===== config.mk =====
export PLATFORM = sky130hd
export DESIGN_NAME = de_write_combiner
export DESIGN_NICKNAME = d
export VERILOG_FILES = /design/src/rtl/de_write_combiner.sv
export SDC_FILE = /design/constraint.sdc
export NUM_CORES = 1
export LEC_CHECK = 0
export ABC_AREA = 1
export CAP_MARGIN = 0
export CELL_PAD_IN_SITES_DETAIL_PLACEMENT = 1
export CELL_PAD_IN_SITES_GLOBAL_PLACEMENT = 1
export CORE_UTILIZATION = 45
export DETAILED_ROUTE_END_ITERATION = 7
export GPL_TIMING_DRIVEN = 0
export PLACE_DENSITY_LB_ADDON = 0.1
export SLEW_MARGIN = 40
export SYNTH_ARGS = -nofsm -noshare
export SYNTH_HDL_FRONTEND = slang
export SYNTH_SLANG_ARGS = --single-unit

===== constraint.sdc =====
create_clock -name clk -period 13.95 [get_ports clk]
set_input_delay 1.395 -clock clk [delete_from_list [all_inputs] [get_ports clk]]
set_output_delay 1.395 -clock clk [all_outputs]
set_load 0.05 [all_outputs]

===== src/rtl/de_write_combiner.sv =====
// Merges consecutive byte writes from the draw engine into masked word writes, buffers them in a
// small FIFO and drains them to memory. Optional WC_STATS_EN adds merge/write counters.
module de_write_combiner #(
  parameter int unsigned FIFO_DEPTH   = 4,
  parameter int unsigned FLUSH_CYCLES = 16,
  parameter int unsigned ADDR_W       = 18
) (
  input  logic              clk,
  input  logic              rst,
  input  logic              de_req,
  output logic              de_ack,
  input  logic [ADDR_W-1:0] de_addr,
  input  logic [3:0]        de_nbyte,
  input  logic              de_rnw,
  input  logic [31:0]       de_w_data,
  output logic [31:0]       de_r_data,
  input  logic              flush,
  output logic              idle,
  output logic              mem_req,
  input  logic              mem_ack,
  output logic [ADDR_W-1:0] mem_addr,
  output logic [3:0]        mem_nbyte,
  output logic              mem_rnw,
  output logic [31:0]       mem_w_data,
`ifdef WC_STATS_EN
  output logic [15:0]       stat_merges,
  output logic [15:0]       stat_mem_writes,
`endif
  input  logic [31:0]       mem_r_data
);

  localparam int unsigned PtrW   = (FIFO_DEPTH > 1) ? $clog2(FIFO_DEPTH) : 1;
  localparam int unsigned TimerW = $clog2(FLUSH_CYCLES + 1);

  typedef enum logic [1:0] {StAccept, StAcked, StRdDrain, StRdWait} state_e;

  state_e state_q, state_d;

  logic              de_ack_q, de_ack_d;
  logic [31:0]       de_r_data_q;
  logic [ADDR_W-1:0] rd_addr_q;
  logic [3:0]        rd_nbyte_q;
  logic              rd_load;

  logic              cr_valid_q, cr_valid_d;
  logic [ADDR_W-1:0] cr_addr_q, cr_addr_d;
  logic [3:0]        cr_nbyte_q, cr_nbyte_d;
  logic [31:0]       cr_data_q, cr_data_d;
  logic [TimerW-1:0] timer_q, timer_d;

  logic [ADDR_W-1:0] fifo_addr_q [FIFO_DEPTH];
  logic [3:0]        fifo_nbyte_q [FIFO_DEPTH];
  logic [31:0]       fifo_data_q [FIFO_DEPTH];
  logic [PtrW-1:0]   wr_ptr_q, rd_ptr_q;
  logic [PtrW:0]     fifo_cnt_q;

  logic fifo_empty, fifo_full, pop, push, can_push;
  logic wr_cap, rd_cap, any_lane, same_addr, timer_hit, want_push, merge_evt;

  assign fifo_empty = (fifo_cnt_q == '0);
  assign fifo_full  = (fifo_cnt_q == (PtrW+1)'(FIFO_DEPTH));
  // mem_ack during a read belongs to the read, never to the (empty) FIFO
  assign pop        = mem_ack && !fifo_empty && (state_q != StRdWait);
  assign can_push   = !fifo_full || pop;

  assign wr_cap     = (state_q == StAccept) && de_req && !de_rnw && can_push;
  assign rd_cap     = (state_q == StAccept) && de_req && de_rnw;
  assign any_lane   = ~&de_nbyte;
  assign same_addr  = cr_valid_q && (cr_addr_q == de_addr);
  assign timer_hit  = cr_valid_q && (timer_q == TimerW'(FLUSH_CYCLES - 1));
  assign merge_evt  = wr_cap && any_lane && same_addr;
  assign want_push  = (cr_nbyte_q == 4'b0000) || flush || timer_hit || rd_cap ||
                      (state_q == StRdDrain);

  // Combine register and flush timer
  always_comb begin
    cr_valid_d = cr_valid_q;
    cr_addr_d  = cr_addr_q;
    cr_nbyte_d = cr_nbyte_q;
    cr_data_d  = cr_data_q;
    timer_d    = timer_q;
    push       = 1'b0;
    if (wr_cap) begin
      timer_d = '0;
      if (any_lane) begin
        if (same_addr) begin
          for (int i = 0; i < 4; i++) begin
            if (!de_nbyte[i]) begin
              cr_data_d[8*i +: 8] = de_w_data[8*i +: 8];
              cr_nbyte_d[i]       = 1'b0;
            end
          end
        end else begin
          push       = cr_valid_q;
          cr_valid_d = 1'b1;
          cr_addr_d  = de_addr;
          cr_nbyte_d = de_nbyte;
          cr_data_d  = de_w_data;
        end
      end
    end else if (cr_valid_q) begin
      if (want_push && can_push) begin
        push       = 1'b1;
        cr_valid_d = 1'b0;
        timer_d    = '0;
      end else if (!timer_hit) begin
        timer_d = timer_q + TimerW'(1);
      end
    end else begin
      timer_d = '0;
    end
  end

  // Transfer FSM
  always_comb begin
    state_d  = state_q;
    de_ack_d = 1'b0;
    rd_load  = 1'b0;
    unique case (state_q)
      StAccept: begin
        if (wr_cap) begin
          state_d  = StAcked;
          de_ack_d = 1'b1;
        end else if (rd_cap) begin
          state_d = StRdDrain;
        end
      end
      StAcked: state_d = StAccept;
      StRdDrain: begin
        if (!cr_valid_q && fifo_empty) begin
          state_d = StRdWait;
          rd_load = 1'b1;
        end
      end
      StRdWait: begin
        if (mem_ack) begin
          state_d  = StAcked;
          de_ack_d = 1'b1;
        end
      end
      default: state_d = StAccept;
    endcase
  end

  always_ff @(posedge clk or posedge rst) begin
    if (rst) begin
      state_q     <= StAccept;
      de_ack_q    <= 1'b0;
      de_r_data_q <= '0;
      rd_addr_q   <= '0;
      rd_nbyte_q  <= 4'b1111;
      cr_valid_q  <= 1'b0;
      cr_addr_q   <= '0;
      cr_nbyte_q  <= 4'b1111;
      cr_data_q   <= '0;
      timer_q     <= '0;
      wr_ptr_q    <= '0;
      rd_ptr_q    <= '0;
      fifo_cnt_q  <= '0;
    end else begin
      state_q    <= state_d;
      de_ack_q   <= de_ack_d;
      cr_valid_q <= cr_valid_d;
      cr_addr_q  <= cr_addr_d;
      cr_nbyte_q <= cr_nbyte_d;
      cr_data_q  <= cr_data_d;
      timer_q    <= timer_d;
      if (state_q == StRdWait && mem_ack) de_r_data_q <= mem_r_data;
      if (rd_load) begin
        rd_addr_q  <= de_addr;
        rd_nbyte_q <= de_nbyte;
      end
      if (push) wr_ptr_q <= wr_ptr_q + PtrW'(1);
      if (pop)  rd_ptr_q <= rd_ptr_q + PtrW'(1);
      if (push && !pop)      fifo_cnt_q <= fifo_cnt_q + (PtrW+1)'(1);
      else if (pop && !push) fifo_cnt_q <= fifo_cnt_q - (PtrW+1)'(1);
    end
  end

  // Entry storage needs no reset: it is only observed while counted valid
  always_ff @(posedge clk) begin
    if (push) begin
      fifo_addr_q[wr_ptr_q]  <= cr_addr_q;
      fifo_nbyte_q[wr_ptr_q] <= cr_nbyte_q;
      fifo_data_q[wr_ptr_q]  <= cr_data_q;
    end
  end

  always_comb begin
    mem_req    = !fifo_empty || (state_q == StRdWait);
    mem_rnw    = 1'b1;
    mem_addr   = '0;
    mem_nbyte  = 4'b1111;
    mem_w_data = '0;
    if (!fifo_empty) begin
      mem_rnw    = 1'b0;
      mem_addr   = fifo_addr_q[rd_ptr_q];
      mem_nbyte  = fifo_nbyte_q[rd_ptr_q];
      mem_w_data = fifo_data_q[rd_ptr_q];
    end else if (state_q == StRdWait) begin
      mem_addr  = rd_addr_q;
      mem_nbyte = rd_nbyte_q;
    end
  end

  assign de_ack    = de_ack_q;
  assign de_r_data = de_r_data_q;
  assign idle      = !cr_valid_q && fifo_empty &&
                     (state_q != StRdDrain) && (state_q != StRdWait);

`ifdef WC_STATS_EN
  logic [15:0] stat_merges_q, stat_mem_writes_q;

  always_ff @(posedge clk or posedge rst) begin
    if (rst) begin
      stat_merges_q     <= '0;
      stat_mem_writes_q <= '0;
    end else if (flush) begin
      stat_merges_q     <= '0;
      stat_mem_writes_q <= '0;
    end else begin
      if (merge_evt && !(&stat_merges_q))   stat_merges_q     <= stat_merges_q + 16'd1;
      if (pop && !(&stat_mem_writes_q))     stat_mem_writes_q <= stat_mem_writes_q + 16'd1;
    end
  end

  assign stat_merges     = stat_merges_q;
  assign stat_mem_writes = stat_mem_writes_q;
`else
  logic unused_stats;
  assign unused_stats = merge_evt;
`endif

endmodule


==> metrics.yaml, run 1 <==
power.share.combinational_pct: 45.5
yosys_warnings: 0
antenna_found_initial: 0
syn_nets: 1328
post-route-period-util_pct: 35.93
drt_iter0_markers: 704
path_delay_family: "buffers and inverters"
total_power_w: 0.004752
wl_mm: 41.46
viasPerCell: 5.521
cts.clk_slew.worst_paths_ps: 60
area_delta_synth_final_pct: 28.65
cts_tree: "done"
diodes: 0
clk_latency_ps: 530
drive_gt1_share_pct: 12.38
r2r_slack_ps: 10540
path_buf_inv: 4
finalSetupViolations: 0
post_cts_buffers: 0
initial_core_util_pct: 46.05
place.detailed.instances: 1820
netSwitchingPower_w: 0.002046
clockPowerShare_pct: 22.1
synth_seq_cells: 340
synth_top_area_cell: "edfxtp_1"
yosysMostFrequentCell: "edfxtp_1"
tns_ps: 0
numPortBuffers: 181
die_y_um: 179.6
intPower_w: 0.002706
drc: 6
h-tree-depth: 2
worstPathArrival_ps: 3620
critPathMaxFanout: 10
hpwl_mm: 27.92
power.density_nw_per_um2: 260.2
gp_congestion: 0.7693
cts_buffer_depth: 3
synth_cells: 1224
r2r_start: "state_q[1]"
die_w_um: 179.6
netlist.area_leader.share_pct: 45.69
ctsHoldBuffers: 0
critPathMaxStageDelay_ps: 870
yosys-top-cells-count: "edfxtp_1 (216), nand2_1 (212), nor2_1 (169)"
worstSetupPathType: "reg -> out"
reg2reg_to: "fifo_cnt_q[2]"
first_pass_iters: 8
grt_overflow: 0
grt_pass1_vias: 11464
slew_violations: 0
min_period_ps: 5012
io_pins: 182
clockRootBuffer: "clkbuf_16"
maxCapViolations: 0
worst_clock_skew_ps: 26.85
cts-buffers-inserted: 38
fmax_mhz: 199.5
r2r_cells: 15
postSynthAreaPerCell_um2: 11.60
cp-end-kind: "output pin"
netlist-cell-type-count: 43
critPathSlowestCell: "clkdlybuf4s50_1"
wire_per_inst_um: 21.93
worstSetupPathDepth: 8
synth_area_leaders: "edfxtp_1 (46%), dfrtp_1 (20%), nand2_1 (5.6%)"
synth_edf_count: 216
final_antenna_net_count: 0
fp.coreArea_um2: 30830
grt_max_degree: 46
rsz0062_at_grt: "false"
status: "finished, violations left"
max-slew-margin-rel_pct: 52.23
violations: "DRC"
grt_pass1_wl_mm: 64.59
cts.sinks: 340
fin_nets: 1568
synthArstFlopShare_pct: 36.47
startpoint: "rd_ptr_q[0]"
fill_cells: 3184
synth_ff_type: "edfxtp_1"
vias: 10434
critical_path_required_ps: 12560
grtUsageTotal_pct: 26.12
pwr-share-seq_pct: 32.4
crit_chain: "clkbuf_1, buf_2, buf_2, nor2_1, nor2_1, o21ai_0, a21oi_1, clkdlybuf4s50_1"
swShare_pct: 43.06
ir_drop_mv: 0.2077
ctsResizeCount: 0
finalHoldViolCount: 0
yosysSeqAreaShare_pct: 67.62
dieArea_um2: 32260
hp-class: "reg -> reg"
tightest_slew_ps: 716.6
start_kind: "flip-flop"
syn_area_um2: 14200
power.leakage_nw: 7.140
timing.critical_path.to: "mem_w_data[21]"
final_cells: 1890
fp-row-count: 64
-- worst min path at each step --
stage                  start       endpoint  slack [ps]  cells after the start
2_1_floorplan  rd_nbyte_q[0]  rd_nbyte_q[0]         470                      2
3_3_place_gp    de_r_data[1]   de_r_data[1]         490                      1
3_5_place_dp    de_r_data[5]   de_r_data[5]         490                      1
4_1_cts        de_r_data[26]  de_r_data[26]         500                      1
5_1_grt        de_r_data[26]  de_r_data[26]         520                      1
6_report       de_r_data[26]  de_r_data[26]         500                      1
-- flip-flops by register name (all words and copies together) (netlist names) --
signal        count
cr_nbyte_q        4
rd_addr_q        18
state_q           2
timer_q           5
fifo_cnt_q        3
cr_addr_q        18
rd_ptr_q          2
de_r_data        32
cr_data_q        32
de_ack            1
cr_valid_q        1
fifo_addr_q      72
rd_nbyte_q        4
fifo_nbyte_q     16
fifo_data_q     128
wr_ptr_q          2
-- logic make-up after synthesis --
family | after synthesis | synth area share [%]
compound gates | 233 | 9.457
xor+xnor | 9 | 0.5552
fa+ha+maj | 12 | 1.111
buf+inv | 139 | 4.231
flops | 340 | 67.62
mux | 33 | 2.618
simple gates | 458 | 14.41
-- layer usage --
layer | global-route usage, % | vias up | part of all wire [%]
li1 | - | 4729 | -
met1 | 33.62 | 5297 | 42
met2 | 45.27 | 328 | 50
met3 | 3.930 | 80 | 5.3
met4 | 8.862 | 0 | 2.7
met5 | 0 | - | 0
-- power groups by stage --
stage / combinational, W / clock [W] / sequential, W
floorplan: 0.00123 / 0 / 0.00168
global placement: 0.00209 / 0 / 0.00154
detailed placement: 0.00216 / 0 / 0.00155
CTS: 0.00218 / 0.00106 / 0.00154
global route: 0.00231 / 0.00110 / 0.00156
finish: 0.00216 / 0.00105 / 0.00154
-- per-stage QoR --
stage	setup slack, ps	instance area, um^2	util, %	hold slack [ps]
6_report	8938	18260	59.24	500.2
5_1_grt	8839	18260	59.24	517.0
4_1_cts	8989	18260	59.24	504.3
3_5_place_dp	9240	16950	54.98	494.5
3_3_place_gp	2841	16500	53.53	487.0
2_1_floorplan	7237	14200	-	474.4
-- area by class of cell --
class                           instances  area (um^2)  share of cell area, %
Buffer                                 59        300.3                  1.644
Clock inverter                         18        237.7                  1.302
Timing Repair Buffer                  200         2206                  12.08
Clock buffer                           52         1076                  5.892
Inverter                               80        307.8                  1.685
Tap cell                              396        495.5                  2.713
Sequential cell                       340         9599                  52.56
Multi-Input combinational cell        745         4041                  22.13
-- cells in the final DEF, fill, tap and decap left out, types with 14 or more instances in the layout --
| cell type | netlist | routed |
|---|---|---|
| nand2_1 | 212 | 212 |
| mux2_2 | 33 | 33 |
| clkdlybuf4s50_1 | 0 | 181 |
| a21oi_1 | 74 | 74 |
| o21ai_0 | 116 | 116 |
| o21ai_2 | 14 | 14 |
| nand3_1 | 14 | 14 |
| a221o_1 | 18 | 18 |
| nor2_1 | 169 | 169 |
| edfxtp_1 | 216 | 216 |
| dfrtp_1 | 116 | 116 |
| inv_1 | 77 | 76 |
| buf_2 | 16 | 16 |
| clkbuf_16 | 0 | 40 |
| nand4_1 | 35 | 35 |
| clkbuf_1 | 25 | 34 |
Power figures use the tool's default switching activity.
==> run 2, diff against run 1 <==
--- a/config.mk
+++ b/config.mk
@@ -9,7 +9,7 @@
 export CAP_MARGIN = 0
 export CELL_PAD_IN_SITES_DETAIL_PLACEMENT = 1
 export CELL_PAD_IN_SITES_GLOBAL_PLACEMENT = 1
-export CORE_UTILIZATION = 45
+export CORE_UTILIZATION = 40
 export DETAILED_ROUTE_END_ITERATION = 7
 export GPL_TIMING_DRIVEN = 0
 export PLACE_DENSITY_LB_ADDON = 0.1
==> constraint.sdc (replaced) <==
create_clock -name clk -period 4.07 [get_ports clk]
set_input_delay 0.407 -clock clk [delete_from_list [all_inputs] [get_ports clk]]
set_output_delay 0.407 -clock clk [all_outputs]
set_load 0.05 [all_outputs]
==> metrics.yaml, run 2 (synthesis results as in run 1) <==
drt_iter0_markers: 545  # was 704
whs_ps: 261.5  # was 500.2 ps
status: "finished, final reports clean"  # was finished, violations left
dieArea_um2: 36250  # was 32,260 um^2
place_area_um2: 17070  # was 16,950 um^2
ir_drop_mv: 0.5016  # was 0.2077 mV
viasPerCell: 5.236  # was 5.521
power.share.combinational_pct: 46.1  # was 45.5%
worst_clock_skew_ps: 24.37  # was 26.85 ps
critPathSlowestCell: "clkdlybuf4s50_1"  # unchanged
r2r_start: "state_q[1]"  # unchanged
area_delta_synth_final_pct: 28.96  # was 28.65%
initial_core_util_pct: 40.90  # was 46.05%
regArea_um2: 9599  # unchanged
r2r_slack_ps: 590  # was 10,540 ps
slew_violations: 0  # unchanged
post-route-period-util_pct: 97.66
power.density_nw_per_um2: 871.9  # was 260.2 nW/um^2
max-slew-margin-rel_pct: 45.69  # was 52.23%
finish.instance_area_um2: 18310  # was 18,260 um^2
cts-buffers-inserted: 38  # unchanged
vias: 10215  # was 10,434
path_buf_inv: 4  # unchanged
numPortBuffers: 181  # unchanged
regMostFlops: "fifo_data_q"  # unchanged
fp-row-count: 68  # was 64
netSwitchingPower_w: 0.006891  # was 0.002046 W
wl_mm: 40.64  # was 41.46 mm
wire_per_inst_um: 20.83  # was 21.93 um
final_common_cell: "edfxtp_1"  # unchanged
fill_cells: 3659  # was 3,184
startpoint: "fifo_cnt_q[0]"  # was rd_ptr_q[0]
finalHoldViolCount: 0  # unchanged
final_antenna_net_count: 0  # unchanged
ctsHoldBuffers: 0  # unchanged
first_pass_iters: 4  # was 8
finalSetupViolations: 0  # unchanged
h-tree-depth: 2  # unchanged
clockRootBuffer: "clkbuf_16"  # unchanged
multi_input_area_um2: 4041  # unchanged
critPathMaxStageDelay_ps: 760  # was 870 ps
path_delay_family: "buffers and inverters"  # unchanged
critical_path_required_ps: 3660  # was 12,560 ps
cts.clk_slew.worst_paths_ps: 60  # about the same
power.leakage_nw: 7.163  # was 7.140 nW
hp-class: "in -> async"  # was reg -> reg
diodes: 0  # unchanged
fin_nets: 1570  # was 1,568
cts_tree: "done"  # unchanged
cp-end-kind: "output pin"  # unchanged
clockPowerShare_pct: 21.0  # was 22.1%
cts.sinks: 340  # unchanged
reg.largest.list: "fifo_data_q x128, fifo_addr_q x72"  # unchanged
hpwl_mm: 28.26  # was 27.92 mm
reg2reg_to: "fifo_addr_q[1][0]"  # was fifo_cnt_q[2]
dpl_worst_slack_ps: 254.5  # was 9240 ps
grt_overflow: 0  # unchanged
gp_congestion: 0.7780  # was 0.7693
grt_pass1_wl_mm: 63.22  # was 64.59 mm
critPathMaxFanout: 10  # unchanged
finalWorstSetupSlack_ps: 95.04  # was 8938 ps
start_kind: "flip-flop"  # unchanged
die_y_um: 190.4  # was 179.6 um
intPower_w: 0.009071  # was 0.002706 W
drive_gt1_share_pct: 12.43  # was 12.38%
pwr-share-seq_pct: 32.9  # was 32.4%
io_pins: 182  # unchanged
layout_common_cells: "edfxtp_1 (216), nand2_1 (212), clkdlybuf4s50_1 (177)"  # was edfxtp_1 (216), nand2_1 (212), clkdlybuf4s50_1 (181)
tightest_slew_ps: 814.6  # was 716.6 ps
cts_buffer_depth: 3  # unchanged
grt_pass1_vias: 11116  # was 11,464
worstPathArrival_ps: 3570  # was 3620 ps
rsz0062_at_grt: "false"  # unchanged
min_period_ps: 3975
die_w_um: 190.4  # was 179.6 um
post_cts_buffers: 0  # unchanged
swShare_pct: 43.17  # was 43.06%
grt_max_degree: 53  # was 46
grtUsageTotal_pct: 23.17  # was 26.12%
drc: 0  # was 6
fp.coreArea_um2: 34710  # was 30,830 um^2
crit_chain: "nor2_4, nand2_4, clkinv_1, buf_2, buf_1, nand2_1, clkdlybuf4s50_1"  # was clkbuf_1, buf_2, buf_2, nor2_1, nor2_1, o21ai_0, a21oi_1, clkdlybuf4s50_1
antenna_found_initial: 0  # unchanged
fmax_mhz: 251.6
clk_latency_ps: 540  # was 530 ps
maxCapViolations: 0  # unchanged
largest_register_ffs: 128  # unchanged
r2r_cells: 13  # was 15
worstSetupPathType: "reg -> out"  # unchanged
[run 2: per-stage QoR]
stage	util [%]	TNS, ps	total power (W)	cells
3_5_place_dp	49.17	0	0.01271	1881
5_1_grt	52.74	0	0.01678	1951
2_1_floorplan	-	-88840	0.009968	1224
6_report	52.74	0	0.01596	1951
4_1_cts	52.70	0	0.01611	1951
3_3_place_gp	47.75	-1001100	0.01247	1860
[run 2: how the worst max path moves through the flow]
| stage | endpoint | slack (ps) | cells after the start |
|---|---|---|---|
| after CTS | mem_nbyte[1] | 30 | 7 |
| after global placement | fifo_data_q[2][11] | -3430 | 9 |
| after detailed placement | fifo_data_q[1][12] | 250 | 15 |
| after global routing | mem_addr[14] | 8 | 7 |
| final | mem_req | 100 | 7 |
| after floorplan | fifo_addr_q[0][0] | -410 | 8 |
[run 2: power by group through the flow]
stage	combinational [W]	sequential (W)	clock, W
finish	0.00736	0.00525	0.00335
global route	0.00790	0.00535	0.00353
CTS	0.00745	0.00525	0.00342
detailed placement	0.00740	0.00531	0
global placement	0.00720	0.00527	0
floorplan	0.00423	0.00574	0
[run 2: timing repair]
action,in CTS,in global routing
resized for setup,0,8
endpoints found under the hold margin,0,0
setup endpoints to repair,0,6
[run 2: layer usage]
layer  up-vias  share of wire, %  GRT usage [%]
li1       4727                 -              -
met1      5159                44          31.19
met2       275                49          38.84
met3        54               5.3          3.607
met4         0               2.0          6.400
met5         -                 0              0
[run 2: layout make-up]
cell class | instances | share of cell area [%]
buffer | 59 | 1.654
clock buffer | 60 | 6.144
clock inverter | 10 | 0.5467
inverter | 80 | 1.681
multi-input combinational | 745 | 22.07
sequential | 340 | 52.43
tap | 455 | 3.110
timing repair buffer | 202 | 12.36
